`src/rtl/strip_placer_pkg.sv`:
```
// strip_placer_pkg: shared constants for the strip placement pipeline.
// Holds the default geometry, the per-strip height and y-base tables, and
// the strike coordinate and strike-counter saturation value for the default widths.
package strip_placer_pkg;
    localparam int NUM_STRIPS_DEF = 14;
    localparam int CANVAS_W_DEF   = 128;
    localparam int COORD_W_DEF    = 8;
    localparam int STRIKE_W_DEF   = 4;

    localparam logic [7:0] STRIP_H [14] = '{8'd4, 8'd4, 8'd5, 8'd5, 8'd6, 8'd7, 8'd8,
                                            8'd9, 8'd10, 8'd11, 8'd12, 8'd13, 8'd14, 8'd16};
    localparam logic [7:0] STRIP_Y [14] = '{8'd0, 8'd4, 8'd8, 8'd13, 8'd18, 8'd24, 8'd31,
                                            8'd39, 8'd48, 8'd58, 8'd69, 8'd81, 8'd94, 8'd108};

    localparam logic [COORD_W_DEF-1:0]  STRIKE_COORD = '1;
    localparam logic [STRIKE_W_DEF-1:0] STRIKE_SAT   = '1;
endpackage

```
`src/rtl/strip_placer_pipe_strip_select.sv`:
```
// strip_select: combinational strip choice for one rectangle orientation.
// Ports: width_i/height_i  rectangle dimensions
//        occ_i             per-strip occupancy
//        sel_id_o          chosen strip (least occupied of the height class, lowest index on tie)
//        sel_occ_o         occupancy of the chosen strip (placement x)
//        fit_o             rectangle is non-degenerate, has a class and fits the chosen strip
module strip_select
    import strip_placer_pkg::*;
#(
    parameter int NUM_STRIPS = NUM_STRIPS_DEF,
    parameter int CANVAS_W   = CANVAS_W_DEF,
    parameter int DIM_W      = 5,
    parameter int COORD_W    = COORD_W_DEF,
    parameter int ID_W       = $clog2(NUM_STRIPS)
) (
    input  logic [DIM_W-1:0]                     width_i,
    input  logic [DIM_W-1:0]                     height_i,
    input  logic [NUM_STRIPS-1:0][COORD_W-1:0]   occ_i,
    output logic [ID_W-1:0]                      sel_id_o,
    output logic [COORD_W-1:0]                   sel_occ_o,
    output logic                                 fit_o
);
    logic [8:0] w_cls;
    logic       w_found;

    always_comb begin
        // all-ones class never matches a table entry, so "no class" leaves w_found low
        w_cls = '1;
        for (int k = 0; k < NUM_STRIPS; k++)
            if ({1'b0, STRIP_H[k]} >= 9'(height_i) && {1'b0, STRIP_H[k]} < w_cls)
                w_cls = {1'b0, STRIP_H[k]};
        w_found   = 1'b0;
        sel_id_o  = '0;
        sel_occ_o = '0;
        for (int k = 0; k < NUM_STRIPS; k++)
            if ({1'b0, STRIP_H[k]} == w_cls && (!w_found || occ_i[k] < sel_occ_o)) begin
                w_found   = 1'b1;
                sel_id_o  = ID_W'(k);
                sel_occ_o = occ_i[k];
            end
        // one extra bit so occupancy + width cannot wrap
        fit_o = w_found && width_i != '0 && height_i != '0 &&
                ({1'b0, sel_occ_o} + (COORD_W+1)'(width_i) <= (COORD_W+1)'(CANVAS_W));
    end
endmodule

```
`src/rtl/strip_placer_pipe.sv`:
```
// strip_placer_pipe: two-stage valid/ready pipeline placing rectangles into canvas strips.
// Ports: clk_i, rst_i (sync, active low)
//        in_valid_i/in_ready_o/in_width_i/in_height_i   request handshake
//        out_valid_o/out_ready_i                        result handshake
//        index_x_o/index_y_o                            lower-left placement, all-ones on strike
//        strike_flag_o                                  result is a strike
//        strike_o                                       saturating strike count
//        rotated_o                                      placed in swapped orientation (STRIP_PLACER_ROTATE_EN only)
// Macro: STRIP_PLACER_ROTATE_EN retries a striking request with width and height swapped.
module strip_placer_pipe
    import strip_placer_pkg::*;
#(
    parameter int NUM_STRIPS = NUM_STRIPS_DEF,
    parameter int CANVAS_W   = CANVAS_W_DEF,
    parameter int DIM_W      = 5,
    parameter int COORD_W    = COORD_W_DEF,
    parameter int STRIKE_W   = STRIKE_W_DEF
) (
    input  logic                clk_i,
    input  logic                rst_i,
    input  logic                in_valid_i,
    output logic                in_ready_o,
    input  logic [DIM_W-1:0]    in_width_i,
    input  logic [DIM_W-1:0]    in_height_i,
    output logic                out_valid_o,
    input  logic                out_ready_i,
    output logic [COORD_W-1:0]  index_x_o,
    output logic [COORD_W-1:0]  index_y_o,
    output logic                strike_flag_o,
    output logic [STRIKE_W-1:0] strike_o
`ifdef STRIP_PLACER_ROTATE_EN
    ,
    output logic                rotated_o
`endif
);
    localparam int ID_W = $clog2(NUM_STRIPS);

    logic                             r_s1_valid;
    logic [DIM_W-1:0]                 r_s1_w;
    logic [DIM_W-1:0]                 r_s1_h;
    logic [NUM_STRIPS-1:0][COORD_W-1:0] r_occ;

    logic               w_adv;
    logic [ID_W-1:0]    w_id0;
    logic [COORD_W-1:0] w_occ0;
    logic               w_fit0;
    logic [ID_W-1:0]    w_id;
    logic [COORD_W-1:0] w_occ;
    logic [DIM_W-1:0]   w_wid;
    logic               w_place;

    assign w_adv      = !out_valid_o || out_ready_i;
    assign in_ready_o = rst_i && (!r_s1_valid || w_adv);

    strip_select #(.NUM_STRIPS(NUM_STRIPS), .CANVAS_W(CANVAS_W), .DIM_W(DIM_W),
                   .COORD_W(COORD_W), .ID_W(ID_W)) u_sel (
        .width_i(r_s1_w), .height_i(r_s1_h), .occ_i(r_occ),
        .sel_id_o(w_id0), .sel_occ_o(w_occ0), .fit_o(w_fit0));

`ifdef STRIP_PLACER_ROTATE_EN
    logic [ID_W-1:0]    w_id1;
    logic [COORD_W-1:0] w_occ1;
    logic               w_fit1;
    logic               w_rot;

    strip_select #(.NUM_STRIPS(NUM_STRIPS), .CANVAS_W(CANVAS_W), .DIM_W(DIM_W),
                   .COORD_W(COORD_W), .ID_W(ID_W)) u_sel_rot (
        .width_i(r_s1_h), .height_i(r_s1_w), .occ_i(r_occ),
        .sel_id_o(w_id1), .sel_occ_o(w_occ1), .fit_o(w_fit1));

    // a fitting rotated orientation implies both dimensions are non-zero
    assign w_rot   = !w_fit0 && w_fit1;
    assign w_place = w_fit0 || w_rot;
    assign w_id    = w_rot ? w_id1 : w_id0;
    assign w_occ   = w_rot ? w_occ1 : w_occ0;
    assign w_wid   = w_rot ? r_s1_h : r_s1_w;
`else
    assign w_place = w_fit0;
    assign w_id    = w_id0;
    assign w_occ   = w_occ0;
    assign w_wid   = r_s1_w;
`endif

    always_ff @(posedge clk_i) begin
        if (!rst_i) begin
            r_s1_valid    <= 1'b0;
            r_s1_w        <= '0;
            r_s1_h        <= '0;
            r_occ         <= '0;
            out_valid_o   <= 1'b0;
            index_x_o     <= '0;
            index_y_o     <= '0;
            strike_flag_o <= 1'b0;
            strike_o      <= '0;
`ifdef STRIP_PLACER_ROTATE_EN
            rotated_o     <= 1'b0;
`endif
        end else begin
            if (in_ready_o) begin
                r_s1_valid <= in_valid_i;
                r_s1_w     <= in_width_i;
                r_s1_h     <= in_height_i;
            end
            if (w_adv) begin
                out_valid_o <= r_s1_valid;
                if (r_s1_valid) begin
                    index_x_o     <= w_place ? w_occ : COORD_W'(STRIKE_COORD);
                    index_y_o     <= w_place ? COORD_W'(STRIP_Y[w_id]) : COORD_W'(STRIKE_COORD);
                    strike_flag_o <= !w_place;
`ifdef STRIP_PLACER_ROTATE_EN
                    rotated_o     <= w_rot;
`endif
                    // occupancy updates on the S1->S2 edge so the next S1 entry sees it
                    if (w_place)
                        r_occ[w_id] <= w_occ + COORD_W'(w_wid);
                    else if (strike_o != STRIKE_W'(STRIKE_SAT))
                        strike_o <= strike_o + STRIKE_W'(1);
                end
            end
        end
    end
endmodule

```
`config.mk`:
```
export PLATFORM = sky130hd
export DESIGN_NAME = strip_placer_pipe
export DESIGN_NICKNAME = d
export VERILOG_FILES = /design/src/rtl/strip_placer_pkg.sv /design/src/rtl/strip_placer_pipe_strip_select.sv /design/src/rtl/strip_placer_pipe.sv
export SDC_FILE = /design/constraint.sdc
export NUM_CORES = 1
export LEC_CHECK = 0
export BUFFER_PORTS_ARGS = -buffer_cell sky130_fd_sc_hd__buf_4
export CORE_UTILIZATION = 62
export DETAILED_ROUTE_END_ITERATION = 8
export PLACE_DENSITY = 0.84
export SYNTH_ARGS = -nofsm -noshare
export SYNTH_HDL_FRONTEND = slang
export SYNTH_HIERARCHICAL = 1
export SYNTH_SLANG_ARGS = --single-unit
```
`constraint.sdc`:
```
create_clock -name clk_i -period 7.8 [get_ports clk_i]
set_input_delay 0.39 -clock clk_i [delete_from_list [all_inputs] [get_ports clk_i]]
set_output_delay 0.39 -clock clk_i [all_outputs]
set_load 0.01 [all_outputs]
```
==> run metrics, run 1 <==
Pwr Total=1.90 mW; final instance area=0.00864 mm^2; hold endpoint=r_s1_valid; Reg2Reg Depth=32; placer congestion estimate=0.967; Worst Hold Depth=3; Post-CTS Hold Buffers=0; Crit-path slowest cell=nor3_4; num ports=37; final critical-path share of the clock period=94.1%; Synth Register Bits=144; Pre-antenna DRT Iters=7; CP endpoint kind=flip-flop; HP Class=primary input to flip-flop; worst r2r src=r_s1_h[1]; Post-synth ARST share=0%; Clock power frac=46.0%; fraction of the mapped netlist area in simple logic gates=25.8%; first-pass GRT wire length=36,900 um; status=complete, no violations; Core Util, Final=74.1%; Fin Setup TNS=0 ns; Root Buffer=clkbuf_16; core area=0.0117 mm^2; H-tree levels=4; post-synthesis mux area share=1.13%; Max Freq=0.136 GHz; Slew @ Worst Pin=1.28 ns; most frequent CP cell=ha_1; Pint=1.40 mW; via/cell ratio=6.78; ANT cells=0; Yosys top cell area share=38.2%; HPWL after DPL=15,600 um; largest family of logic cells by synthesized area=simple AND/OR/NAND/NOR gates; syn_nets=989; static leakage=3.22 nW; Cell Count Post-Placement=1,083; Max-Cap Viols=0; Max-slew headroom=14.5%; Synth cell types=86; Finished Layout Cells=1,121; Final Hold Viols=0; layout cells sized above 1=14.5%; average wire per standard cell=21.0 um; Mapped Cells=943; sw frac=26.4%; Total Die Area=0.0126 mm^2; worst path arrival time=7.64 ns; register share of total power=40.2%; Peak VDD IR=200 uV; hold path startpoint=in_valid_i; post-synthesis compound-gate area fraction=23.4%; CP Launch Type=flip-flop; initial antenna violation count=0; cell row count=39; CP Class=flip-flop to flip-flop; largest net degree at the start of global routing=88; clock-pin slew on the worst setup and hold paths=0.06 ns; Cell Area, Placed=0.00790 mm^2; Fin Clk Skew=0.00840 ns; I/O Buffers=36; multi-input logic area=0.00437 mm^2; CTS Sinks=144; drc violations=0; mapped cell area=0.00756 mm^2; Filler cells=850; vias in the first global route=7,030; final setup fails=0; Gate power share=13.8%; reg2reg setup slack=0.46 ns; register area=0.00288 mm^2; nets=1,011; xor/xnor cell area share of the yosys netlist=1.16%; r2r endpoint=r_occ[109]; Synth Warn #=6; adder-cell share of the synthesized area=5.50%; crit-path max FO=13; die height=112 um; CTS buffer count=17; max-slew violation count=0; Primary FF master, synth=dfxtp_1; number of synthesized flops with an enable pin=0; Detail Route Antenna Nets=0; Synth Area per Inst=8.01 um^2; Starting DRT DRC Count=970; Pwr Density=220 mW/mm^2; minimum clock period=7.34 ns; ranking of synthesized cells by area=dfxtp_1 38%, nand2_1 7.5%, a21oi_1 6.0%; P&R area growth vs syn=14.3%; Initial Util=64.8%; Vias=7,604; Sw Pwr=501 uW; Skew-Pair Late Insertion Delay=0.43 ns; Critical Path RT=8.11 ns; cell taking the most area after synthesis=dfxtp_1; maximum buffer depth of the clock tree=2; CTS tree=yes; Tot GR Track Use=38.1%; grt total ovfl=0; WL final=23,500 um; Worst path max stage delay=0.46 ns; sequential share of the synthesized area=38.2%; Die X-Extent=112 um
## worst max-delay path: cells and delay by family, from the launching register on
kind,cells,cell delay [ns]
adders and majority gates,4,1.16
AOI/OAI and AO/OA,12,2.32
xor gates and xnor gates,1,0.15
and+or+nand+nor,12,2.70
muxes,1,0.29
DFF,1,0.32
buffers and inverters,2,0.26
## worst max path at each step
stage / start / cells past startpoint / to / slack, ns
global route: r_s1_h[4] / 34 / r_occ[1] / -0.004
finish: r_s1_h[1] / 32 / r_occ[109] / 0.46
global placement: r_s1_h[1] / 34 / r_occ[33] / 0.34
CTS: r_s1_h[1] / 32 / r_occ[41] / 0.02
detailed placement: r_s1_h[1] / 32 / r_occ[33] / 0.03
floorplan: r_s1_h[0] / 35 / r_occ[77] / 0.63
## registers in the layout (all words and copies together) (netlist names)
name,count
r_s1_valid,1
out_valid_o,1
index_x_o,8
index_y_o,8
r_s1_h,5
strike_o,4
r_occ,112
r_s1_w,5
## layout make-up
cell class	count	share of cell area (%)
clock buffer	23	5.53
clock inverter	9	1.80
inverter	21	0.913
multi-input combinational	716	50.6
sequential	144	33.4
tap	143	2.07
timing repair buffer	65	5.69
## layout by cell type (no fill, tap or decap), types with 19 or more instances in the layout
| cell type | count |
|---|---|
| o21ai_0 | 73 |
| nand3_1 | 82 |
| inv_1 | 19 |
| nor2_1 | 54 |
| ha_1 | 30 |
| dfxtp_1 | 144 |
| buf_4 | 64 |
| a21oi_1 | 89 |
| nand2_1 | 150 |
## Yosys cell counts, types with 9 or more instances
cell and instances:
clkbuf_1 35, ha_1 30, o22ai_1 9, nand2b_1 11, and2_1 9, nor2_1 55
buf_2 10, inv_1 20, dfxtp_1 144, nand3_1 82, o21ai_0 80, a21oi_1 90
a211oi_1 17, nand2_1 151
## through the flow
step | setup slack [ns] | hold slack [ns]
after floorplan | 0.634 | 0.433
after global placement | 0.343 | 0.439
after detailed placement | 0.0312 | 0.445
after CTS | 0.0156 | 0.162
after global routing | -0.00398 | 0.167
final | 0.461 | 0.168
## cells by family (layout without fill, tap and decap cells)
group,Yosys count,after routing
simple gates,383,383
compound gates,283,283
flops,144,144
buf+inv,83,118
fa+ha+maj,32,32
xor+xnor,10,10
mux,8,8
## what timing repair did
action                                  in CTS  in global routing
pin swaps                                    0                  7
endpoints found under the setup margin      29                112
resized for setup                            1                 19
setup buffers                                0                  6
endpoints found under the hold margin        0                  0
## routing by layer
metal	track usage, %	vias up	wire, um
met1	48.3	3518	9070
met2	59.8	507	10700
met3	9.02	120	2520
met4	21.2	0	1280
met5	0	-	0
li1	-	3459	-
## power by group through the flow
stage               clock [mW]  combinational, mW  sequential [mW]
floorplan                    0              0.157            0.779
detailed placement           0              0.242            0.778
finish                   0.873              0.261            0.763
global route             0.909              0.276            0.764
global placement             0              0.238            0.778
CTS                      0.874              0.245            0.762
Power figures use the tool's default switching activity.
==> run 2, diff against run 1 <==
Settings changed: BUFFER_PORTS_ARGS -buffer_cell sky130_fd_sc_hd__buf_4 to unset, CORE_UTILIZATION 62 to 64, DONT_BUFFER_PORTS set to 1.
==> run metrics, run 2 (synthesis results as in run 1) <==
status=complete, no violations (unchanged); Pwr Density=223 mW/mm^2 (was 220 mW/mm^2); Root Buffer=clkbuf_16 (unchanged); largest net degree at the start of global routing=88 (unchanged); minimum clock period=7.45 ns (was 7.34 ns); average wire per standard cell=21.1 um (was 21.0 um); HP Class=primary input to flip-flop (unchanged); ANT cells=0 (unchanged); Max-Cap Viols=0 (unchanged); Initial Util=65.9% (was 64.8%); worst slack, placed=0.116 ns (was 0.0312 ns); Vias=7,306 (was 7,604); num ports=37 (unchanged); worst path arrival time=7.74 ns (was 7.64 ns); M2 GR Usage=56.6% (was 59.8%); commonest non-fill, non-tap cell in the layout=nand2_1 (unchanged); Max-slew headroom=29.8% (was 14.5%); core area=0.0115 mm^2 (was 0.0117 mm^2); I/O Buffers=0 (was 36); Finished Layout Cells=1,078 (was 1,121); nets=969 (was 1,011); Tot GR Track Use=37.8% (was 38.1%); M1 GR Usage=47.8% (was 48.3%); placer congestion estimate=0.955 (was 0.967); CTS buffer count=17 (unchanged); Starting DRT DRC Count=896 (was 970); Cell Area, Placed=0.00763 mm^2 (was 0.00790 mm^2); Crit-path slowest cell=or3_1 (was nor3_4); drc violations=0 (unchanged); Detail Route Antenna Nets=0 (unchanged); first-pass GRT wire length=35,700 um (was 36,900 um); WL final=22,700 um (was 23,500 um); Fin Setup TNS=0 ns (unchanged); most frequent CP cell=ha_1 (unchanged); P&R area growth vs syn=9.44% (was 14.3%); Max Freq=0.134 GHz (was 0.136 GHz); Die X-Extent=111 um (was 112 um); most frequent cells in the layout=151 x nand2_1, 144 x dfxtp_1, 89 x a21oi_1, 82 x nand3_1, 76 x o21ai_0 (was 150 x nand2_1, 144 x dfxtp_1, 89 x a21oi_1, 82 x nand3_1, 73 x o21ai_0); Critical Path RT=8.09 ns (was 8.11 ns); crit-path max FO=12 (was 13); layout cells sized above 1=10.4% (was 14.5%); die height=111 um (was 112 um); final setup fails=0 (unchanged); max reg flops=112 (unchanged); Skew-Pair Late Insertion Delay=0.44 ns (was 0.43 ns); Fin Clk Skew=0.0108 ns (was 0.00840 ns); maximum buffer depth of the clock tree=2 (unchanged); CP Class=flip-flop to flip-flop (unchanged); Post-CTS Hold Buffers=0 (unchanged); busiest grt layer=met2 (unchanged); Total Die Area=0.0122 mm^2 (was 0.0126 mm^2); final critical-path share of the clock period=95.5% (was 94.1%); CTS Sinks=144 (unchanged); vias in the first global route=6,782 (was 7,030); GRT met3 Usage=9.40% (was 9.02%); initial antenna violation count=0 (unchanged); CTS tree=yes (unchanged); worst setup margin=0.351 ns (was 0.461 ns); Pre-antenna DRT Iters=8 (was 7); largest registers=r_occ: 112 flops, index_x_o: 8 flops, index_y_o: 8 flops (unchanged); via/cell ratio=6.78 (about the same); CP Launch Type=flip-flop (unchanged); Cell Count Post-Placement=1,046 (was 1,083); static leakage=2.96 nW (was 3.22 nW); unrepaired setup endpoints after global routing=false; final instance area=0.00827 mm^2 (was 0.00864 mm^2); Slew @ Worst Pin=1.05 ns (was 1.28 ns); Peak VDD IR=222 uV (was 200 uV); largest register by flop count=r_occ (unchanged); Worst path max stage delay=0.52 ns (was 0.46 ns); clock-pin slew on the worst setup and hold paths=0.06 ns (about the same); Pwr Total=1.84 mW (was 1.90 mW); CP endpoint kind=flip-flop (unchanged); HPWL after DPL=15,300 um (was 15,600 um); max-slew violation count=0 (unchanged); Final Hold Viols=0 (unchanged); H-tree levels=4 (unchanged); grt total ovfl=0 (unchanged); cell row count=39 (unchanged)
[run 2: metrics by stage]
| step | hold WS, ns | util [%] |
|---|---|---|
| after floorplan | 0.433 | - |
| after global placement | 0.440 | 66.5 |
| after detailed placement | 0.445 | 66.5 |
| after CTS | 0.0703 | 71.8 |
| after global routing | 0.0844 | 72.1 |
| final | 0.0752 | 72.1 |
[run 2: worst max-delay path, delay by kind of cell, from the launching register on]
kind,cells,cell delay [ns]
AOI/OAI and AO/OA,11,2.08
xor gates and xnor gates,1,0.14
adders and majority gates,4,1.17
buffers and inverters,3,0.45
DFF,1,0.32
muxes,1,0.29
and+or+nand+nor,13,2.84
[run 2: cell type report]
type / instances / area (um^2)
clock buffer: 21 / 470
clock inverter: 10 / 135
fill: 898 / 3200
inverter: 21 / 78.8
multi-input combinational: 716 / 4350
sequential: 144 / 2880
tap: 143 / 179
timing repair buffer: 23 / 173
[run 2: power by group]
| group | switching [mW] | internal [mW] |
|---|---|---|
| clock network | 0.319 | 0.524 |
| registers | 0.0156 | 0.751 |
| logic | 0.162 | 0.0690 |
| total | 0.497 | 1.34 |
[run 2: what timing repair did]
action / in CTS / in global routing
buffers inserted: 0 / 1
endpoints found under the setup margin: 0 / 116
endpoints found under the hold margin: 0 / 0
gates resized for setup: 0 / 9
[run 2: path summary, 6_finish.rpt]
path	end	slack, ns	depth (start not counted)	startpoint
worst max-delay path	r_occ[77]	0.35	33	r_s1_h[4]
worst min register to register	r_occ[34]	0.46	2	r_occ[34]
worst min-delay path	r_s1_valid	0.08	2	in_valid_i
worst max register to register	r_occ[77]	0.35	33	r_s1_h[4]
[run 2: routing by layer]
layer	share of wire, %	vias up
met5	0	-
met4	6.4	0
li1	-	3376
met2	44	474
met3	10	119
met1	40	3337
==> run 3, diff against run 2 <==
Settings changed: CELL_PAD_IN_SITES_DETAIL_PLACEMENT set to 1, CELL_PAD_IN_SITES_GLOBAL_PLACEMENT set to 2, CORE_UTILIZATION 64 to 39.
==> run metrics, run 3 (synthesis results as in run 1) <==
Peak VDD IR=162 uV (was 222 uV); grt total ovfl=0 (unchanged); Final Hold Viols=0 (unchanged); worst path arrival time=7.54 ns (was 7.74 ns); final critical-path share of the clock period=93.2% (was 95.5%); Initial Util=40.1% (was 65.9%); Pwr Density=219 mW/mm^2 (was 223 mW/mm^2); Root Buffer=clkbuf_16 (unchanged); CTS tree=yes (unchanged); Skew-Pair Late Insertion Delay=0.44 ns (about the same); largest registers=r_occ: 112 flops, index_x_o: 8 flops, index_y_o: 8 flops (unchanged); Starting DRT DRC Count=450 (was 896); num ports=37 (unchanged); max reg flops=112 (unchanged); nets=977 (was 969); die height=141 um (was 111 um); Clock power frac=46.0% (was 45.8%); minimum clock period=7.27 ns (was 7.45 ns); dominant delay contributor by cell family on the critical path=compound AO/OA/AOI/OAI gates (was simple AND/OR/NAND/NOR gates); placer congestion estimate=0.908 (was 0.955); Sw Pwr=538 uW (was 497 uW); ANT cells=0 (unchanged); Cell Count Post-Placement=1,167 (was 1,046); HPWL after DPL=18,500 um (was 15,300 um); static leakage=3.03 nW (was 2.96 nW); Reg2Reg Depth=34 (was 33); core area=0.0188 mm^2 (was 0.0115 mm^2); most frequent CP cell=ha_1 (unchanged); Slew @ Worst Pin=1.11 ns (was 1.05 ns); register share of total power=41.0% (was 41.6%); clock-pin slew on the worst setup and hold paths=0.06 ns (about the same); Finished Layout Cells=1,204 (was 1,078); first-pass GRT wire length=41,600 um (was 35,700 um); Filler cells=2,236 (was 898); Die X-Extent=141 um (was 111 um); layout cells sized above 1=12.3% (was 10.4%); final setup fails=0 (unchanged); H-tree levels=4 (unchanged); Worst Path Buf+Inv=3 (unchanged); Pre-antenna DRT Iters=5 (was 8); maximum buffer depth of the clock tree=2 (unchanged); Tot GR Track Use=28.1% (was 37.8%); Vias=7,221 (was 7,306); P&R area growth vs syn=12.9% (was 9.44%); Worst path max stage delay=0.43 ns (was 0.52 ns); commonest non-fill, non-tap cell in the layout=nand2_1 (unchanged); reg2reg setup slack=0.53 ns (was 0.35 ns); largest register by flop count=r_occ (unchanged); drc violations=0 (unchanged); worst r2r src=r_s1_h[1] (was r_s1_h[4]); Total Die Area=0.0199 mm^2 (was 0.0122 mm^2); M1 GR Usage=36.6% (was 47.8%); Crit-path slowest cell=or3b_1 (was or3_1); initial antenna violation count=1 (was 0); via/cell ratio=6.00 (was 6.78); Max-slew headroom=26.0% (was 29.8%); CTS buffer count=17 (unchanged); status=complete, no violations (unchanged); HP Class=primary input to flip-flop (unchanged); Worst Hold Depth=2 (unchanged); hold endpoint=r_s1_valid (unchanged); largest net degree at the start of global routing=88 (unchanged); WL final=27,100 um (was 22,700 um); busiest grt layer=met2 (unchanged); hold path startpoint=in_valid_i (unchanged); I/O Buffers=0 (unchanged); Pint=1.33 mW (was 1.34 mW); max-slew violation count=0 (unchanged); CP Launch Type=flip-flop (unchanged); most frequent cells in the layout=151 x nand2_1, 144 x dfxtp_1, 88 x a21oi_1, 81 x nand3_1, 76 x o21ai_0 (was 151 x nand2_1, 144 x dfxtp_1, 89 x a21oi_1, 82 x nand3_1, 76 x o21ai_0); Max Freq=0.138 GHz (was 0.134 GHz); worst setup margin=0.534 ns (was 0.351 ns); Max-Cap Viols=0 (unchanged); CP Class=flip-flop to flip-flop (unchanged); Critical Path RT=8.08 ns (was 8.09 ns); worst slack, placed=-0.0711 ns (was 0.116 ns); crit-path max FO=10 (was 12); Fin Clk Skew=0.0132 ns (was 0.0108 ns); vias in the first global route=7,086 (was 6,782); average wire per standard cell=22.5 um (was 21.1 um); Gate power share=13.0% (was 12.6%); CTS Sinks=144 (unchanged); GRT met3 Usage=5.71% (was 9.40%); Detail Route Antenna Nets=0 (unchanged); cell row count=50 (was 39); Critical Path Stages=34 (was 33); r2r endpoint=r_occ[61] (was r_occ[77]); M2 GR Usage=44.4% (was 56.6%); sw frac=28.8% (was 27.0%); CP endpoint kind=flip-flop (unchanged)
run 3: repair_timing:
item / 4_1_cts / 5_1_grt
endpoints found under the setup margin: 14 / 125
gates resized for setup: 0 / 22
setup buffers: 0 / 5
hold buffers: 0 / 0
pin swaps: 1 / 5
run 3: metrics by stage:
stage | hold slack, ns | cell area [um^2] | setup TNS, ns | utilization, % | power, mW
2_1_floorplan | 0.433 | 7560 | 0 | - | 0.937
3_3_place_gp | 0.441 | 7810 | 0 | 41.5 | 1.01
3_5_place_dp | 0.448 | 7810 | -0.273 | 41.5 | 1.01
4_1_cts | 0.0644 | 8420 | 0 | 44.7 | 1.87
5_1_grt | 0.0837 | 8530 | -0.0455 | 45.3 | 1.93
6_report | 0.0731 | 8530 | 0 | 45.3 | 1.87
run 3: final cells by class:
type	instances	area (um^2)	area share, %
Clock inverter	15	183	2.14
Timing Repair Buffer	31	233	2.73
Multi-Input combinational cell	716	4410	51.6
Tap cell	260	325	3.81
Inverter	21	78.8	0.924
Sequential cell	144	2880	33.8
Clock buffer	17	425	4.99
run 3: worst reg2reg max path: cells and delay by family, from the launching register on:
family / cells / cell delay [ns]
buf+inv: 3 / 0.52
fa+ha+maj: 3 / 0.84
simple gates: 11 / 2.19
mux: 1 / 0.29
xor+xnor: 1 / 0.14
flops: 1 / 0.31
compound gates: 15 / 2.82
run 3: worst max path at each step:
stage / start / endpoint / slack, ns
after detailed placement: r_s1_h[1] / r_occ[41] / -0.07
after floorplan: r_s1_h[0] / r_occ[77] / 0.63
after global placement: r_s1_h[1] / r_occ[61] / 0.12
after CTS: r_s1_h[1] / r_occ[25] / 0.001
after global routing: r_s1_h[1] / r_occ[1] / -0.03
final: r_s1_h[1] / r_occ[61] / 0.53
run 3: power by group through the flow:
stage,Clock (mW),Sequential [mW],Combinational (mW)
after floorplan,0,0.779,0.157
final,0.859,0.767,0.242
after global placement,0,0.783,0.227
after detailed placement,0,0.783,0.229
after CTS,0.872,0.767,0.231
after global routing,0.902,0.768,0.261
run 3: metal layers:
| metal | vias up | wire [um] | share of wire, % |
|---|---|---|---|
| met1 | 3558 | 12100 | 45 |
| met3 | 66 | 1420 | 5.2 |
| met5 | - | 0 | 0 |
| li1 | 3379 | - | - |
| met2 | 218 | 12400 | 46 |
| met4 | 0 | 1170 | 4.3 |
